===== src/rtl/uart_pkg.sv =====
// rtl/uart_pkg.sv - shared types and constants for the UART FIFO controller
package uart_pkg;

    typedef enum logic [1:0] {
        TX_IDLE,
        TX_START,
        TX_SEND
    } tx_state_t;

    localparam int IRQ_RX_WM = 0;
    localparam int IRQ_TX_WM = 1;
    localparam int IRQ_OVF   = 2;
    localparam int IRQ_ERR   = 3;

    localparam logic UART_IDLE_LEVEL = 1'b1;

endpackage


===== src/rtl/sync_fifo_lvl.sv =====
// rtl/sync_fifo_lvl.sv - first-word-fall-through FIFO with occupancy counter
module sync_fifo_lvl #(
    parameter int DW = 8,
    parameter int AW = 4
) (
    input  logic          clk,
    input  logic          rst,
    input  logic [DW-1:0] wr_data,
    input  logic          push,
    input  logic          pop,
    output logic [DW-1:0] rd_data,
    output logic          full,
    output logic          empty,
    output logic [AW:0]   level
);

    localparam int DEPTH = 2 ** AW;

    logic [DW-1:0] mem [DEPTH];
    logic [AW-1:0] wr_ptr, rd_ptr;
    logic          do_push, do_pop;

    // A pop frees the slot in the same cycle, so a full FIFO still accepts a simultaneous push.
    assign do_pop  = pop && !empty;
    assign do_push = push && (!full || do_pop);
    assign full    = (level == (AW + 1)'(DEPTH));
    assign empty   = (level == '0);
    assign rd_data = mem[rd_ptr];

    always_ff @(posedge clk) begin
        if (do_push) mem[wr_ptr] <= wr_data;
    end

    always_ff @(posedge clk) begin
        if (rst) begin
            wr_ptr <= '0;
            rd_ptr <= '0;
            level  <= '0;
        end else begin
            if (do_push) wr_ptr <= wr_ptr + 1'b1;
            if (do_pop)  rd_ptr <= rd_ptr + 1'b1;
            case ({do_push, do_pop})
                2'b10:   level <= level + 1'b1;
                2'b01:   level <= level - 1'b1;
                default: level <= level;
            endcase
        end
    end

endmodule


===== src/rtl/uart.sv =====
// rtl/uart.sv - 8N1 serial transmitter/receiver core
module uart #(
    parameter int CLKS_PER_BIT = 8
) (
    input  logic       clk,
    input  logic       rst,
    input  logic       rx,
    output logic       tx,
    input  logic       transmit,
    input  logic [7:0] tx_byte,
    output logic       received,
    output logic [7:0] rx_byte,
    output logic       is_receiving,
    output logic       is_transmitting,
    output logic       recv_error
);

    localparam int CW = $clog2(CLKS_PER_BIT) + 1;
    localparam logic [CW-1:0] FULL_BIT = CW'(CLKS_PER_BIT - 1);
    localparam logic [CW-1:0] HALF_BIT = CW'(CLKS_PER_BIT / 2 - 1);

    typedef enum logic [1:0] {RX_IDLE, RX_START, RX_DATA, RX_STOP} rx_state_t;

    rx_state_t     rx_st;
    logic          rx_meta, rx_s, rx_prev;
    logic [CW-1:0] rx_cnt;
    logic [2:0]    rx_bit;
    logic [7:0]    rx_sh;

    logic [CW-1:0] tx_cnt;
    logic [3:0]    tx_bit;
    logic [8:0]    tx_sh;

    assign is_receiving = (rx_st != RX_IDLE);

    // Start detection is on a falling edge so a line stuck low after a bad stop bit does not retrigger.
    always_ff @(posedge clk) begin
        if (rst) begin
            rx_meta    <= 1'b1;
            rx_s       <= 1'b1;
            rx_prev    <= 1'b1;
            rx_st      <= RX_IDLE;
            rx_cnt     <= '0;
            rx_bit     <= '0;
            rx_sh      <= '0;
            rx_byte    <= '0;
            received   <= 1'b0;
            recv_error <= 1'b0;
        end else begin
            rx_meta    <= rx;
            rx_s       <= rx_meta;
            rx_prev    <= rx_s;
            received   <= 1'b0;
            recv_error <= 1'b0;
            case (rx_st)
                RX_IDLE: if (rx_prev && !rx_s) begin
                    rx_st  <= RX_START;
                    rx_cnt <= HALF_BIT;
                end
                RX_START: if (rx_cnt == '0) begin
                    if (!rx_s) begin
                        rx_st  <= RX_DATA;
                        rx_cnt <= FULL_BIT;
                        rx_bit <= '0;
                    end else begin
                        rx_st <= RX_IDLE;
                    end
                end else begin
                    rx_cnt <= rx_cnt - 1'b1;
                end
                RX_DATA: if (rx_cnt == '0) begin
                    rx_sh  <= {rx_s, rx_sh[7:1]};
                    rx_cnt <= FULL_BIT;
                    rx_bit <= rx_bit + 1'b1;
                    if (rx_bit == 3'd7) rx_st <= RX_STOP;
                end else begin
                    rx_cnt <= rx_cnt - 1'b1;
                end
                RX_STOP: if (rx_cnt == '0) begin
                    rx_st <= RX_IDLE;
                    if (rx_s) begin
                        received <= 1'b1;
                        rx_byte  <= rx_sh;
                    end else begin
                        recv_error <= 1'b1;
                    end
                end else begin
                    rx_cnt <= rx_cnt - 1'b1;
                end
                default: rx_st <= RX_IDLE;
            endcase
        end
    end

    always_ff @(posedge clk) begin
        if (rst) begin
            tx              <= 1'b1;
            is_transmitting <= 1'b0;
            tx_cnt          <= '0;
            tx_bit          <= '0;
            tx_sh           <= '1;
        end else if (!is_transmitting) begin
            if (transmit) begin
                is_transmitting <= 1'b1;
                tx              <= 1'b0;
                tx_sh           <= {1'b1, tx_byte};
                tx_cnt          <= FULL_BIT;
                tx_bit          <= '0;
            end
        end else if (tx_cnt != '0) begin
            tx_cnt <= tx_cnt - 1'b1;
        end else begin
            tx_cnt <= FULL_BIT;
            if (tx_bit == 4'd9) begin
                is_transmitting <= 1'b0;
            end else begin
                tx     <= tx_sh[0];
                tx_sh  <= {1'b1, tx_sh[8:1]};
                tx_bit <= tx_bit + 1'b1;
            end
        end
    end

endmodule


===== src/rtl/uart_fifo_ctrl.sv =====
// rtl/uart_fifo_ctrl.sv - UART core wrapped with TX/RX FIFOs, launch FSM, status and interrupt
module uart_fifo_ctrl
    import uart_pkg::*;
#(
    parameter int TX_AW        = 4,
    parameter int RX_AW        = 4,
    parameter int RX_WM        = 8,
    parameter int TX_WM        = 2,
    parameter int CLKS_PER_BIT = 8
) (
    input  logic           clk,
    input  logic           rst,
    input  logic [7:0]     tx_data,
    input  logic           tx_push,
    output logic           tx_full,
    output logic [TX_AW:0] tx_level,
    output logic [7:0]     rx_data,
    input  logic           rx_pop,
    output logic           rx_empty,
    output logic [RX_AW:0] rx_level,
    input  logic           rx,
    output logic           tx,
    input  logic           loopback,
    input  logic [3:0]     irq_en,
    input  logic           status_clr,
    output logic           rx_err,
    output logic           rx_ovf,
    output logic           tx_ovf,
    output logic           irq,
    output logic           busy
);

    logic       core_tx, core_rx;
    logic       core_transmit;
    logic [7:0] core_tx_byte;
    logic       core_received, core_recv_error;
    logic [7:0] core_rx_byte;
    logic       core_is_rx, core_is_tx;

    logic       tx_pop, tx_empty;
    logic [7:0] tx_head;
    logic       rx_full;
    logic       tx_drop, rx_drop;
    logic [3:0] irq_vec;
    tx_state_t  tx_state;

    assign core_rx = loopback ? core_tx : rx;
    assign tx      = loopback ? UART_IDLE_LEVEL : core_tx;

    uart #(.CLKS_PER_BIT(CLKS_PER_BIT)) u_core (
        .clk             (clk),
        .rst             (rst),
        .rx              (core_rx),
        .tx              (core_tx),
        .transmit        (core_transmit),
        .tx_byte         (core_tx_byte),
        .received        (core_received),
        .rx_byte         (core_rx_byte),
        .is_receiving    (core_is_rx),
        .is_transmitting (core_is_tx),
        .recv_error      (core_recv_error)
    );

    sync_fifo_lvl #(.DW(8), .AW(TX_AW)) u_tx_fifo (
        .clk     (clk),
        .rst     (rst),
        .wr_data (tx_data),
        .push    (tx_push),
        .pop     (tx_pop),
        .rd_data (tx_head),
        .full    (tx_full),
        .empty   (tx_empty),
        .level   (tx_level)
    );

    sync_fifo_lvl #(.DW(8), .AW(RX_AW)) u_rx_fifo (
        .clk     (clk),
        .rst     (rst),
        .wr_data (core_rx_byte),
        .push    (core_received),
        .pop     (rx_pop),
        .rd_data (rx_data),
        .full    (rx_full),
        .empty   (rx_empty),
        .level   (rx_level)
    );

    // When full the FIFO is never empty, so any pop makes room for the push.
    assign tx_drop = tx_push && tx_full && !tx_pop;
    assign rx_drop = core_received && rx_full && !rx_pop;

    // Strobe and pop are issued together once per byte; START/SEND follow the core's busy flag.
    always_ff @(posedge clk) begin
        if (rst) begin
            tx_state      <= TX_IDLE;
            core_transmit <= 1'b0;
            tx_pop        <= 1'b0;
            core_tx_byte  <= '0;
        end else begin
            core_transmit <= 1'b0;
            tx_pop        <= 1'b0;
            case (tx_state)
                TX_IDLE: if (!tx_empty && !core_is_tx) begin
                    core_transmit <= 1'b1;
                    tx_pop        <= 1'b1;
                    core_tx_byte  <= tx_head;
                    tx_state      <= TX_START;
                end
                TX_START: if (core_is_tx)  tx_state <= TX_SEND;
                TX_SEND:  if (!core_is_tx) tx_state <= TX_IDLE;
                default:  tx_state <= TX_IDLE;
            endcase
        end
    end

    assign busy = core_is_rx || core_is_tx || (tx_state != TX_IDLE);

    assign irq_vec[IRQ_RX_WM] = (rx_level >= (RX_AW + 1)'(RX_WM));
    assign irq_vec[IRQ_TX_WM] = (tx_level <= (TX_AW + 1)'(TX_WM));
    assign irq_vec[IRQ_OVF]   = rx_ovf || tx_ovf;
    assign irq_vec[IRQ_ERR]   = rx_err;

    always_ff @(posedge clk) begin
        if (rst) begin
            rx_err <= 1'b0;
            rx_ovf <= 1'b0;
            tx_ovf <= 1'b0;
            irq    <= 1'b0;
        end else begin
            rx_err <= (rx_err && !status_clr) || core_recv_error;
            rx_ovf <= (rx_ovf && !status_clr) || rx_drop;
            tx_ovf <= (tx_ovf && !status_clr) || tx_drop;
            irq    <= |(irq_en & irq_vec);
        end
    end

endmodule


===== config.mk =====
export PLATFORM = sky130hd
export DESIGN_NAME = uart_fifo_ctrl
export DESIGN_NICKNAME = d
export VERILOG_FILES = /design/src/rtl/uart_pkg.sv /design/src/rtl/sync_fifo_lvl.sv /design/src/rtl/uart.sv /design/src/rtl/uart_fifo_ctrl.sv
export SDC_FILE = /design/constraint.sdc
export NUM_CORES = 1
export LEC_CHECK = 0
export ABC_AREA = 1
export CAP_MARGIN = 20
export CELL_PAD_IN_SITES_DETAIL_PLACEMENT = 0
export CELL_PAD_IN_SITES_GLOBAL_PLACEMENT = 1
export CORE_MARGIN = 2
export CORE_UTILIZATION = 40
export DETAILED_ROUTE_END_ITERATION = 12
export GPL_ROUTABILITY_DRIVEN = 0
export PLACE_DENSITY = 0.78
export SETUP_SLACK_MARGIN = 0.4
export SKIP_LAST_GASP = 1
export SYNTH_ARGS = -nofsm -noshare
export SYNTH_HDL_FRONTEND = slang
export SYNTH_SLANG_ARGS = --single-unit

===== constraint.sdc =====
create_clock -name clk -period 2.3 [get_ports clk]
set_clock_uncertainty 0.15 [all_clocks]
set_input_delay 0.69 -clock clk [delete_from_list [all_inputs] [get_ports clk]]
set_output_delay 0.69 -clock clk [all_outputs]
set_load 0.005 [all_outputs]

# == After elaboration in Yosys (flattened, before gate mapping) ==
# Memory sizes are Yosys's and may differ from the RTL's. A register that Yosys moved wholly into a read port is not among the register bits.
# Index checks and enable logic that the tools add are counted.
# totals
regBits,82
ramBits,256
inputBits,19
output_inout_bits,26
memories,2
# classes
n_addsub,12
order_cmp,2
n_eq_ne,26
mux,53
n_bitwise,4
reduce_logical,53
# mem_list
name,words,width,read_ports,rd_clocked_by_memory_dff,wr,line_no,rtl
u_rx_fifo.mem,16,8,1,1,1,sync_fifo_lvl.sv:19,logic [DW-1:0] mem [DEPTH];
u_tx_fifo.mem,16,8,1,1,1,sync_fifo_lvl.sv:19,
# op_table
operator,count
4-bit 2-to-1 mux,14
9-bit 2-to-1 mux,4
"4-bit by 1-bit adder with 4-bit output, second input constant",5
5-bit case mux with 2 select lines,2
2-bit 2-to-1 mux,9
1-bit 2-to-1 mux,17
4-bit case mux with 4 select lines,1
1-bit logical AND,13
"2-bit by 1-bit inequality test with 1-bit output, second input constant",6
"2-bit inequality test, second input constant",6
3-bit AND reduction,4
2-bit nonzero test,6
"5-bit by 1-bit adder with 5-bit output, second input constant",2
"2-bit == test, second input constant",5
"5-bit == test, second input constant",2
5-bit logical NOT,2
"5-bit by 1-bit subtractor with 5-bit output, second input constant",2
1-bit logical NOT,9
3-bit 2-to-1 mux,3
"2-bit by 1-bit == test with 1-bit output, second input constant",4
1-bit logical OR,8
2-bit case mux with 4 select lines,1
"4-bit by 1-bit subtractor with 4-bit output, second input constant",2
2-bit case mux with 3 select lines,1
other kinds (18),22

# == Longest topological paths before layout ==
# depth
word_depth,7
depth_mapped,17
mapped_depth_nobuf,16

# == Hierarchy ==
# A second synthesis with hierarchy kept.
# hier_totals
hier_cells,1470
area_unflattened_um2,15178.3
# modules_own_cells
mod,n_inst,cells_each,area_per_inst_um2,seq_area_each_um2
sync_fifo_lvl at u_tx_fifo,1,539,6159.7,4184.0
sync_fifo_lvl at u_rx_fifo,1,536,6152.2,4184.0
uart,1,317,2268.4,960.9
uart_fifo_ctrl,1,78,598.1,300.3

# == Worst setup path after synthesis ==
# Ideal clock, no wire load.
# synth_timing
path_type,reg-to-reg
startpoint,reg u_tx_fifo.level[2]
endpoint,reg u_tx_fifo.level[4]
t_arrival_ns,2.010
required_ns,2.080
setup_slack_ns,0.069
path_stages_with_launch,18
period_less_slack_ns,2.231
path_cell_list,dfxtp_1 -> nor2_2 -> nand3_1 -> nor2_2 -> nand2_2 -> nand2_4 -> ha_1 -> clkbuf_2 -> xor2_1 -> ha_1 -> inv_1 -> nand2_1 -> nand3_1 -> nand2_1 -> nand2_1 -> nand2_1 -> nand2_1 -> a21oi_1
# synth_between
word_cells_on_any_way,13
# synth_rtl
item,line_no,rtl
"start, declared",sync_fifo_lvl.sv:14,output logic [AW:0] level
"start signal, assigned",sync_fifo_lvl.sv:43,2'b10: level <= level + 1'b1;
"start signal, assigned",sync_fifo_lvl.sv:44,2'b01: level <= level - 1'b1;
"start signal, assigned",sync_fifo_lvl.sv:45,default: level <= level;
5-bit == test *,sync_fifo_lvl.sv:26,assign full = (level == (AW + 1)'(DEPTH));
named net tx_full,uart_fifo_ctrl.sv:15,"output logic tx_full,"
1-bit logical NOT *,sync_fifo_lvl.sv:25,assign do_push = push && (!full || do_pop);
1-bit logical OR *,sync_fifo_lvl.sv:25,
1-bit logical AND *,sync_fifo_lvl.sv:25,
2-bit by 1-bit == test with 1-bit output or 2-bit == test (tied branches),sync_fifo_lvl.sv:42,"case ({do_push, do_pop})"
5-bit case mux with 2 select lines or 2-bit nonzero test (tied branches),n/a,
# Mark *: on every way through the listed nets, which the timed path passes. The rest lies on a longest branch.
# A chain may end at the register's enable or synchronous reset.

==> qor.yml <==
worst_hold_path:
  worstHoldPathType: "flop to flop"
global_routing:
  antenna_found_initial: 0
  grt_pass1_vias: 10831
  grt_usage: 0.186
  overflow: 0
  grt_pass1_wl_mm: 57.2
  grt_max_degree: 53
layout:
  n_antenna_cell: 0
  stdcell_area_mm2: 0.0196
  fillers: 3270
  final_cell_mix: "nand2_1 (298), edfxtp_1 (256), inv_1 (203)"
  areaGrowthSynthToFinish_pct: 29.3
  final_layout_size_suffix_gt1_frac: 0.245
  finalNonFillerCells: 2251
  num-nets-final: 1757
  final_common_cell: "nand2_1"
floorplanning:
  die_y_um: 199
  start_util: 0.404
  core_area_mm2: 0.0375
  row_count: 71
  io_pins: 45
  die_w_um: 199
  dieArea_mm2: 0.0394
synthesis:
  synth.net_count: 1571
  synth.area.top_cells: "edfxtp_1 (51%), dfxtp_1 (12%), nand2_1 (7.9%)"
  synth.distinct_cells: 45
  yosys_warnings: 0
  synth.avg_cell_area_um2: 9.93
  ys_seq_area_frac: 0.631
  yosys.area.top_type: "edfxtp_1"
  yosys.area.top_type_share: 0.508
  synthCells: 1525
  synthesis.area_mm2: 0.0151
  ys_ff_latch: 349
pwr:
  leakagePower_nw: 7.83
  pwr-share-comb: 0.367
  p_int_mw: 13.9
  power_density_mw_per_mm2: 1070
  p_sw_frac: 0.337
  ir_worst_vdd_uv: 626
  power.switching_mw: 7.10
  pwr-share-seq: 0.355
  power_frac_clock: 0.278
sta:
  finalMaxSlewViolations: 0
  tightest_slew_ps: 784
  finalHoldViolations: 0
  timing.final.crit_period_ps: 2850
  fmax_mhz: 350
  finalCritPeriodShare: 1.24
  setup_viol: 8
  rsz0062_at_grt: "true"
  setup_slack_ps: -553
  tns_ps: -3930
  relSlewSlack: 0.476
critical_path:
  worstPathRequired_ps: 1460
  crit_type: "flop to output pin"
  max_stage_delay_ps: 370
  arrival_ps: 2010
  crit_fanout: 5
  crit_family: "buffers and inverters"
  cp_num_buf_inv: 4
  start_kind: "flop"
  end_kind: "output pin"
  crit_top_cell: "buf_6"
  slowest_stage: "dfxtp_4"
  path_cells: "buf_6, buf_8, buf_16, o211ai_1, nand3_1, nand3_2, nand2_2, buf_6"
clock_network:
  cts.hold.buffers_added: 0
  cts_tree: "done"
  clock_sinks: 349
  htree_levels: 2
  cts_buffer_depth: 3
  cts_buffers: 38
  path_clk_slew_ps: 60
  cts-root-buf: "clkbuf_16"
  clock_latency_ps: 540
run_status:
  status: "complete, but fails checks"
  violations: "setup timing"
place:
  place_inst: 2123
  io_buffer_count: 44
  dp_hpwl_mm: 22.4
  placed_area_mm2: 0.0169
run:
  cap_violations: 0
routing:
  drtPass1Iterations: 5
  detail-route-antenna-nets: 0
  drtIter0Drc: 723
  routedWlPerCell_um: 16.1
  vias_per_cell: 4.94
  vias: 11127
  drc: 0
  wirelength_mm: 36.3
[stage by stage]
step / power (mW) / setup slack, ps / utilization / hold slack [ps]
after global routing: 22.2 / -634 / 0.522 / 292
after CTS: 20.5 / -523 / 0.505 / 257
after detailed placement: 13.5 / -547 / 0.451 / 244
after floorplan: 11.5 / 147 / - / 239
after global placement: 13.4 / -555 / 0.451 / 244
final: 21.0 / -553 / 0.522 / 255
[synth_stat cells, drive strengths merged]
| master | count |
|---|---|
| a21boi | 2 |
| o31ai | 2 |
| nand2 | 326 |
| nor4 | 1 |
| nor2 | 96 |
| o211ai | 39 |
| a31oi | 2 |
| nand3b | 3 |
| dfxtp | 93 |
| a41oi | 1 |
| edfxtp | 256 |
| nand4 | 7 |
| a221oi | 1 |
| xor2 | 11 |
| o22ai | 1 |
| nand3 | 176 |
| clkbuf | 21 |
| or2 | 2 |
| clkinv | 3 |
| a21oi | 100 |
| o21ai | 76 |
| o21bai | 2 |
| xnor2 | 2 |
| nor3 | 2 |
| o21a | 2 |
| buf | 45 |
| ha | 27 |
| inv | 226 |
[final cells by class]
| cell class | count | area [µm²] | area share |
|---|---|---|---|
| multi-input combinational | 881 | 5090 | 0.260 |
| clock inverter | 17 | 108 | 0.00550 |
| tap | 511 | 639 | 0.0327 |
| sequential | 349 | 9580 | 0.490 |
| inverter | 229 | 908 | 0.0464 |
| timing repair buffer | 212 | 2140 | 0.110 |
| clock buffer | 52 | 1100 | 0.0563 |
[routing by layer]
metal | wire length [µm] | track usage | up-vias
li1 | - | - | 5482
met1 | 16000 | 0.252 | 5284
met2 | 17400 | 0.313 | 302
met3 | 2050 | 0.0246 | 59
met4 | 779 | 0.0536 | 0
met5 | 0 | 0 | -
[worst paths after layout]
| path | start | to | slack (ps) | depth (start not counted) |
|---|---|---|---|---|
| worst max register to register | u_tx_fifo.level[3]$_SDFFE_PP0P_ | u_tx_fifo.level[4]$_SDFFE_PP0P_ | 80 | 16 |
| worst min register to register | u_core.rx_meta$_SDFF_PP1_ | u_core.rx_s$_SDFF_PP1_ | 260 | 1 |
| worst max-delay path | flop | rx_data[3] | -550 | 8 |
| worst min-delay path | u_core.rx_meta$_SDFF_PP1_ | u_core.rx_s$_SDFF_PP1_ | 260 | 1 |
[flip-flops by register name, summed over array words and instances (netlist names), 5 cells and up, named ones only]
register	cells
core_tx_byte	8
u_core.rx_sh	8
u_core.rx_byte	8
u_tx_fifo.level	5
u_rx_fifo.level	5
u_core.tx_sh	8
u_tx_fifo.mem	128
u_rx_fifo.mem	128
[power groups by stage]
stage / sequential [mW] / combinational (mW) / clock, mW
final: 7.46 / 7.72 / 5.85
after global routing: 7.50 / 8.48 / 6.24
after CTS: 7.45 / 7.06 / 5.96
after detailed placement: 7.57 / 5.91 / 0
after global placement: 7.56 / 5.84 / 0
after floorplan: 7.50 / 3.96 / 0
[repair_timing]
action	in CTS	in global routing
gates resized for setup	280	109
gates cloned	6	1
setup buffers	32	20
pin swaps	74	54
endpoints found under the setup margin	233	298
[cell families (layout without fill, tap and decap cells)]
family | count (synthesis) | after routing | share of synthesized area
compound gates | 228 | 228 | 0.0859
xor+xnor | 13 | 13 | 0.00752
fa+ha+maj | 27 | 27 | 0.0223
buf+inv | 295 | 510 | 0.0798
flops | 349 | 349 | 0.631
simple gates | 613 | 613 | 0.174
Note: power is estimated with default switching activity, not from simulation.
